===== src/rtl/spram_be_pipe_if.sv =====
// Request/response bundle for spram_be_pipe: one request per cycle while ready=1.
interface spram_be_pipe_if #(
    parameter int unsigned DATA_WIDTH = 16,
    parameter int unsigned ADDR_WIDTH = 8
);
    localparam int unsigned BE_WIDTH = DATA_WIDTH / 8;

    logic                  en;
    logic                  write_en;
    logic [BE_WIDTH-1:0]   byte_en;
    logic [ADDR_WIDTH-1:0] addr;
    logic [DATA_WIDTH-1:0] write_data;
    logic [DATA_WIDTH-1:0] read_data;
    logic                  read_valid;
    logic                  ready;

    // Client side: issues requests, receives read results.
    modport master (
        output en, write_en, byte_en, addr, write_data,
        input  read_data, read_valid, ready
    );

    // Memory side: accepts requests, returns read results.
    modport slave (
        input  en, write_en, byte_en, addr, write_data,
        output read_data, read_valid, ready
    );
endinterface


===== src/rtl/spram_be_pipe.sv =====
// Single-port synchronous RAM with byte-lane write enables, 1/2-cycle read
// latency, selectable read-during-write behaviour and a post-reset clear pass.
module spram_be_pipe #(
    parameter int unsigned DATA_WIDTH     = 16,
    parameter int unsigned ADDR_WIDTH     = 8,
    parameter int unsigned RD_LATENCY     = 1,
    parameter int unsigned RDW_MODE       = 0,
    parameter int unsigned CLEAR_ON_RESET = 1
) (
    input logic            clk,
    input logic            reset,
    spram_be_pipe_if.slave bus
);
    localparam int unsigned BE_WIDTH  = DATA_WIDTH / 8;
    localparam int unsigned DEPTH     = 2 ** ADDR_WIDTH;
    localparam int unsigned CNT_WIDTH = ADDR_WIDTH + 1;

    // Elaboration-time parameter legality checks.
    if ((DATA_WIDTH % 8) != 0) begin : g_bad_width
        $error("spram_be_pipe: DATA_WIDTH must be a multiple of 8");
    end
    if ((RD_LATENCY != 1) && (RD_LATENCY != 2)) begin : g_bad_latency
        $error("spram_be_pipe: RD_LATENCY must be 1 or 2");
    end
    if (RDW_MODE > 2) begin : g_bad_rdw
        $error("spram_be_pipe: RDW_MODE must be 0, 1 or 2");
    end

    typedef enum logic [1:0] {
        ST_RST   = 2'd0,
        ST_CLEAR = 2'd1,
        ST_IDLE  = 2'd2
    } state_t;

    state_t                state;
    logic [CNT_WIDTH-1:0]  cnt;
    logic                  ready_q;
    logic [DATA_WIDTH-1:0] read_data_q;
    logic                  read_valid_q;

    logic [DATA_WIDTH-1:0] mem [DEPTH];

    logic                  wr_acc_c;
    logic                  rd_acc_c;
    logic [DATA_WIDTH-1:0] old_word_c;
    logic [DATA_WIDTH-1:0] merged_c;
    logic                  r1_fire_c;
    logic [DATA_WIDTH-1:0] r1_data_c;

    assign bus.ready      = ready_q;
    assign bus.read_data  = read_data_q;
    assign bus.read_valid = read_valid_q;

    // Request acceptance; ready is only ever high in IDLE.
    assign wr_acc_c   = bus.en & ready_q & bus.write_en;
    assign rd_acc_c   = bus.en & ready_q & ~bus.write_en;
    assign old_word_c = mem[bus.addr];

    // Lane merge: keep old bytes where byte_en is clear.
    always_comb begin
        merged_c = old_word_c;
        for (int i = 0; i < BE_WIDTH; i++) begin
            if (bus.byte_en[i]) begin
                merged_c[8*i +: 8] = bus.write_data[8*i +: 8];
            end
        end
    end

    // First read stage source: reads, plus writes in read-first/write-first modes.
    always_comb begin
        r1_fire_c = rd_acc_c | (wr_acc_c & (RDW_MODE != 2));
        r1_data_c = old_word_c;
        if (wr_acc_c && (RDW_MODE == 1)) begin
            r1_data_c = merged_c;
        end
    end

    // Control FSM: reset hold, optional clear sweep, then service requests.
    always_ff @(posedge clk) begin
        if (reset) begin
            state   <= ST_RST;
            cnt     <= '0;
            ready_q <= 1'b0;
        end else begin
            case (state)
                ST_RST: begin
                    cnt <= '0;
                    if (CLEAR_ON_RESET != 0) begin
                        state   <= ST_CLEAR;
                        ready_q <= 1'b0;
                    end else begin
                        state   <= ST_IDLE;
                        ready_q <= 1'b1;
                    end
                end
                ST_CLEAR: begin
                    cnt <= cnt + CNT_WIDTH'(1);
                    if (cnt == CNT_WIDTH'(DEPTH - 1)) begin
                        state   <= ST_IDLE;
                        ready_q <= 1'b1;
                    end
                end
                ST_IDLE: begin
                    ready_q <= 1'b1;
                end
                default: begin
                    state   <= ST_RST;
                    cnt     <= '0;
                    ready_q <= 1'b0;
                end
            endcase
        end
    end

    // Storage: clear sweep or accepted write; nothing lands on a reset edge.
    always_ff @(posedge clk) begin
        if (!reset) begin
            if (state == ST_CLEAR) begin
                mem[cnt[ADDR_WIDTH-1:0]] <= '0;
            end else if (wr_acc_c) begin
                mem[bus.addr] <= merged_c;
            end
        end
    end

    if (RD_LATENCY == 1) begin : g_lat1
        // Single-stage read: result registered straight onto the outputs.
        always_ff @(posedge clk) begin
            if (reset) begin
                read_valid_q <= 1'b0;
                read_data_q  <= '0;
            end else begin
                read_valid_q <= r1_fire_c;
                if (r1_fire_c) begin
                    read_data_q <= r1_data_c;
                end
            end
        end
    end else begin : g_lat2
        logic                  s1_valid;
        logic [DATA_WIDTH-1:0] s1_data;

        // Two-stage read: stage 1 captures, output stage reloads each cycle.
        always_ff @(posedge clk) begin
            if (reset) begin
                s1_valid     <= 1'b0;
                s1_data      <= '0;
                read_valid_q <= 1'b0;
                read_data_q  <= '0;
            end else begin
                s1_valid     <= r1_fire_c;
                s1_data      <= r1_data_c;
                read_valid_q <= s1_valid;
                if (s1_valid) begin
                    read_data_q <= s1_data;
                end
            end
        end
    end
endmodule


===== src/flat_wrapper.sv =====
// flat-port wrapper written by rule: the top's interface ports become plain ports
module spram_be_pipe_flat 
#(
    parameter int unsigned DATA_WIDTH     = 16,
    parameter int unsigned ADDR_WIDTH     = 8,
    parameter int unsigned RD_LATENCY     = 1,
    parameter int unsigned RDW_MODE       = 0,
    parameter int unsigned CLEAR_ON_RESET = 1
)
  (clk, reset, bus_en, bus_write_en, bus_byte_en, bus_addr, bus_write_data, bus_read_data, bus_read_valid, bus_ready);
  spram_be_pipe_if #(.DATA_WIDTH(DATA_WIDTH), .ADDR_WIDTH(ADDR_WIDTH)) bus_i ();
  input logic clk;
  input logic reset;
  input wire logic [$bits(bus_i.en)-1:0] bus_en;
  input wire logic [$bits(bus_i.write_en)-1:0] bus_write_en;
  input wire logic [$bits(bus_i.byte_en)-1:0] bus_byte_en;
  input wire logic [$bits(bus_i.addr)-1:0] bus_addr;
  input wire logic [$bits(bus_i.write_data)-1:0] bus_write_data;
  output wire logic [$bits(bus_i.read_data)-1:0] bus_read_data;
  output wire logic [$bits(bus_i.read_valid)-1:0] bus_read_valid;
  output wire logic [$bits(bus_i.ready)-1:0] bus_ready;
  assign bus_i.en = bus_en;
  assign bus_i.write_en = bus_write_en;
  assign bus_i.byte_en = bus_byte_en;
  assign bus_i.addr = bus_addr;
  assign bus_i.write_data = bus_write_data;
  assign bus_read_data = bus_i.read_data;
  assign bus_read_valid = bus_i.read_valid;
  assign bus_ready = bus_i.ready;
  spram_be_pipe #(.DATA_WIDTH(DATA_WIDTH), .ADDR_WIDTH(ADDR_WIDTH), .RD_LATENCY(RD_LATENCY), .RDW_MODE(RDW_MODE), .CLEAR_ON_RESET(CLEAR_ON_RESET)) u_core (.clk(clk), .reset(reset), .bus(bus_i));
endmodule

===== config.mk =====
export PLATFORM = sky130hd
export DESIGN_NAME = spram_be_pipe_flat
export DESIGN_NICKNAME = d
export VERILOG_FILES = /design/src/rtl/spram_be_pipe_if.sv /design/src/rtl/spram_be_pipe.sv /design/src/flat_wrapper.sv
export SDC_FILE = /design/constraint.sdc
export NUM_CORES = 2
export LEC_CHECK = 0
export CORE_UTILIZATION = 53
export DETAILED_ROUTE_END_ITERATION = 10
export GPL_ROUTABILITY_DRIVEN = 0
export PLACE_DENSITY_LB_ADDON = 0.05
export SETUP_SLACK_MARGIN = 0.2
export SYNTH_ARGS = -nofsm -noshare
export SYNTH_HDL_FRONTEND = slang
export SYNTH_SLANG_ARGS = --single-unit

===== constraint.sdc =====
create_clock -name clk -period 22.3 [get_ports clk]
set_input_delay 4.46 -clock clk [delete_from_list [all_inputs] [get_ports clk]]
set_output_delay 4.46 -clock clk [all_outputs]
set_load 0.02 [all_outputs]

==> results.yml <==
outcome:
  status: "complete, no violations"
global_routing:
  grt_overflow: 0
  grt_pass1_vias: 79340
  grt_start_max_net_pins: 121
  grt_use_total: 0.3239
  grt_pass1_wl_mm: 663.5
  grt_antenna_before_repair: 33
logic_synthesis:
  synth_sequential_area_ratio: 0.7787
  synth_area_per_inst_um2: 21.84
  async_flop_share: 0
  synth.lib_cells_used.distinct: 71
  synth-seq-cells: 4125
  synthesized_nets: 7302
  synth-edff-count: 4096
  syn_inst: 7267
  yosys_most_used_dff: "edfxtp_1"
  yosysWarnings: 0
  mappedNetlistArea_um2: 158700
route:
  detail_route.iter0.violations: 12260
  routed_via_density: 6.797
  detail_route.first_pass.iterations: 6
  detail-route-antenna-nets: 0
  vias_after_detailed_routing: 81400
  postRouteWirelength_mm: 485.9
  drt-wirelength-per-cell_um: 40.57
  drc: 0
power_and_ir_drop:
  total_leakage_power_uw: 0.06247
  pwr_per_cell_area_nw_per_um2: 89.01
  worst_supply_voltage_drop_on_vdd_uv: 71.71
sta:
  timing_max_transition_violations_final: 0
  timing.fmax_mhz: 88.93
  finalWorstPathRequiredPeriod_ns: 11.24
  finClkSkew_ns: 0.07361
  rsz0062_at_grt: "false"
  max_slew_margin: 0.02638
  worst_pin_slew_ns: 1.452
  finalSetupViolCount: 0
  finalCritPeriodShare: 0.5042
  whs_ns: 0.5019
  finalSetupTns_ns: 0
  report.final.hold_viol_count: 0
setup_path:
  startpoint_type: "input port"
  critical_path.max_stage_delay_ns: 1.12
  timing_worst_setup_path_type: "in2reg"
  worst-path-buf-inv: 8
  critical-path-slowest-cell: "o41ai_1"
  timing.reg2reg.setup_slack_ns: 16.27
  timing.critical_path.arrival_ns: 11.84
  worst_path_most_repeated_cell: "buf_4"
  critical_path_required_ns: 22.89
  path_max_fanout: 82
  critPathCaptureType: "flip-flop"
  cpLargestDelayFamily: "buffers and inverters"
  path_cells: "buf_2 > buf_4 > inv_2 > nand2_2 > buf_4 > nor2_2 > buf_4 > and3_1 > o41ai_1 > a31oi_1 > o21ai_4 > buf_4 > buf_4 > buf_4"
placement:
  io_buffers: 47
  place_hpwl_mm: 284.1
  placed_area_um2: 165300
job:
  cap_violations: 0
floorplanning:
  floorplan.initialDensity: 0.5338
  dieWidth_um: 549.2
  core.rowCount: 200
  die_area_um2: 301600
  core_area_um2: 297300
  dieHeight_um: 549.2
  floorplan.io_pins: 48
clock_network:
  cts-buffers-inserted: 417
  cts_sinks: 4125
  clock_insertion_delay_worst_skew_ns: 0.99
  ctsResizeCount: 0
  cts.htree.levels: 5
  postCtsSetupRepairBufs: 0
  cts_tree: "built"
  worst_setup_hold_path_clk_slew_ns: 0.06
  clockRootBuffer: "clkbuf_16"
  cts_max_path_buffers: 4
  cts_hold_buffers: 0
cells_and_area:
  layout.nets: 7725
  most-common-layout-cells: "edfxtp_1 (4096), mux4_2 (907), clkbuf_16 (424)"
  final_core_util: 0.6008
  fraction_of_final_layout_cells_sized_beyond_drive_strength_1: 0.2616
  mostFrequentLayoutCell: "edfxtp_1"
  area_of_all_sequential_standard_cells_um2: 123600
  syn_to_final_growth_pct: 12.55
  filler_cell_count: 21080
  fin_area_um2: 178600
  multi_input_logic_area_um2: 33180
min_path:
  worst_hold_path_type: "reg2reg"
final timing paths:
kind,to,start,depth (start not counted)
setup / recovery,u_core.mem[118][14],bus_addr[5],14
hold / removal,u_core.state[0],u_core.state[0],2
setup reg to reg,u_core.mem[118][14],u_core.bus.ready,11
hold reg to reg,u_core.state[0],u_core.state[0],2
synthesized netlist by cell type, types with 54 or more instances:
cell | number | area [µm²]
a21oi_1 | 109 | 545.5
a221oi_1 | 66 | 578.1
a22oi_1 | 198 | 1486
buf_2 | 95 | 475.5
buf_6 | 56 | 630.6
clkbuf_1 | 187 | 701.9
edfxtp_1 | 4096 | 123000
mux2i_1 | 274 | 2743
mux4_2 | 907 | 20430
nand2_1 | 145 | 544.3
nand3_1 | 84 | 420.4
nor2_1 | 335 | 1257
o21ai_0 | 54 | 270.3
o22ai_1 | 73 | 456.7
where the power goes:
part,total [µW],leakage (µW),internal [µW],switching (µW)
logic,604,0.0123,201,403
registers,8420,0.0437,8410,6.40
clock network,6870,0.00648,3930,2950
total,15900,0.0625,12500,3360
metal layers:
layer | GRT usage | up-vias | wire length (µm)
li1 | - | 31640 | -
met2 | 0.4903 | 4817 | 222600
met1 | 0.4578 | 44080 | 187000
met3 | 0.07614 | 851 | 52520
met5 | 0 | - | 157
met4 | 0.1342 | 24 | 23550
tightest hold or removal path: cells and delay by family, from the launching register on:
kind | cells | cell delay (ns)
AO/OA/AOI/OAI | 2 | 0.13
flip-flops | 1 | 0.32
metrics by stage:
step | cells | worst slack (ns) | total power (µW)
finish | 11980 | 11.06 | 15900
global route | 11970 | 10.86 | 16260
CTS | 11970 | 11.26 | 15960
detailed placement | 11210 | 10.25 | 9182
global placement | 11210 | 10.35 | 9181
floorplan | 7267 | 3.515 | 8944
flip-flops by register name, indices dropped and copies added (netlist names):
register / flops
u_core.state: 2
u_core.bus.ready: 1
u_core.bus.read_data: 16
u_core.bus.read_valid: 1
u_core.cnt: 9
u_core.mem: 4096
final cells by class:
class	count	share of cell area
clock inverter	245	0.01295
clock buffer	511	0.06140
antenna	10	0.0001401
inverter	10	0.0002382
tap	3939	0.02759
multi-input combinational	2695	0.1857
sequential	4125	0.6919
timing repair buffer	441	0.02007
kinds of logic (layout without fill, tap and decap cells):
kind of cell	Yosys count	count (layout)	synth area share
AND/OR/NAND/NOR	727	727	0.02033
multiplexers	1232	1232	0.1506
AO/OA/AOI/OAI	726	726	0.03264
buffers and inverters	447	1207	0.01709
XOR/XNOR	5	5	0.0002759
other	0	10	0
adder cells (fa/ha/maj)	5	5	0.0003942
flip-flops	4125	4125	0.7787
No activity file was read; power rests on OpenSTA's default activity.
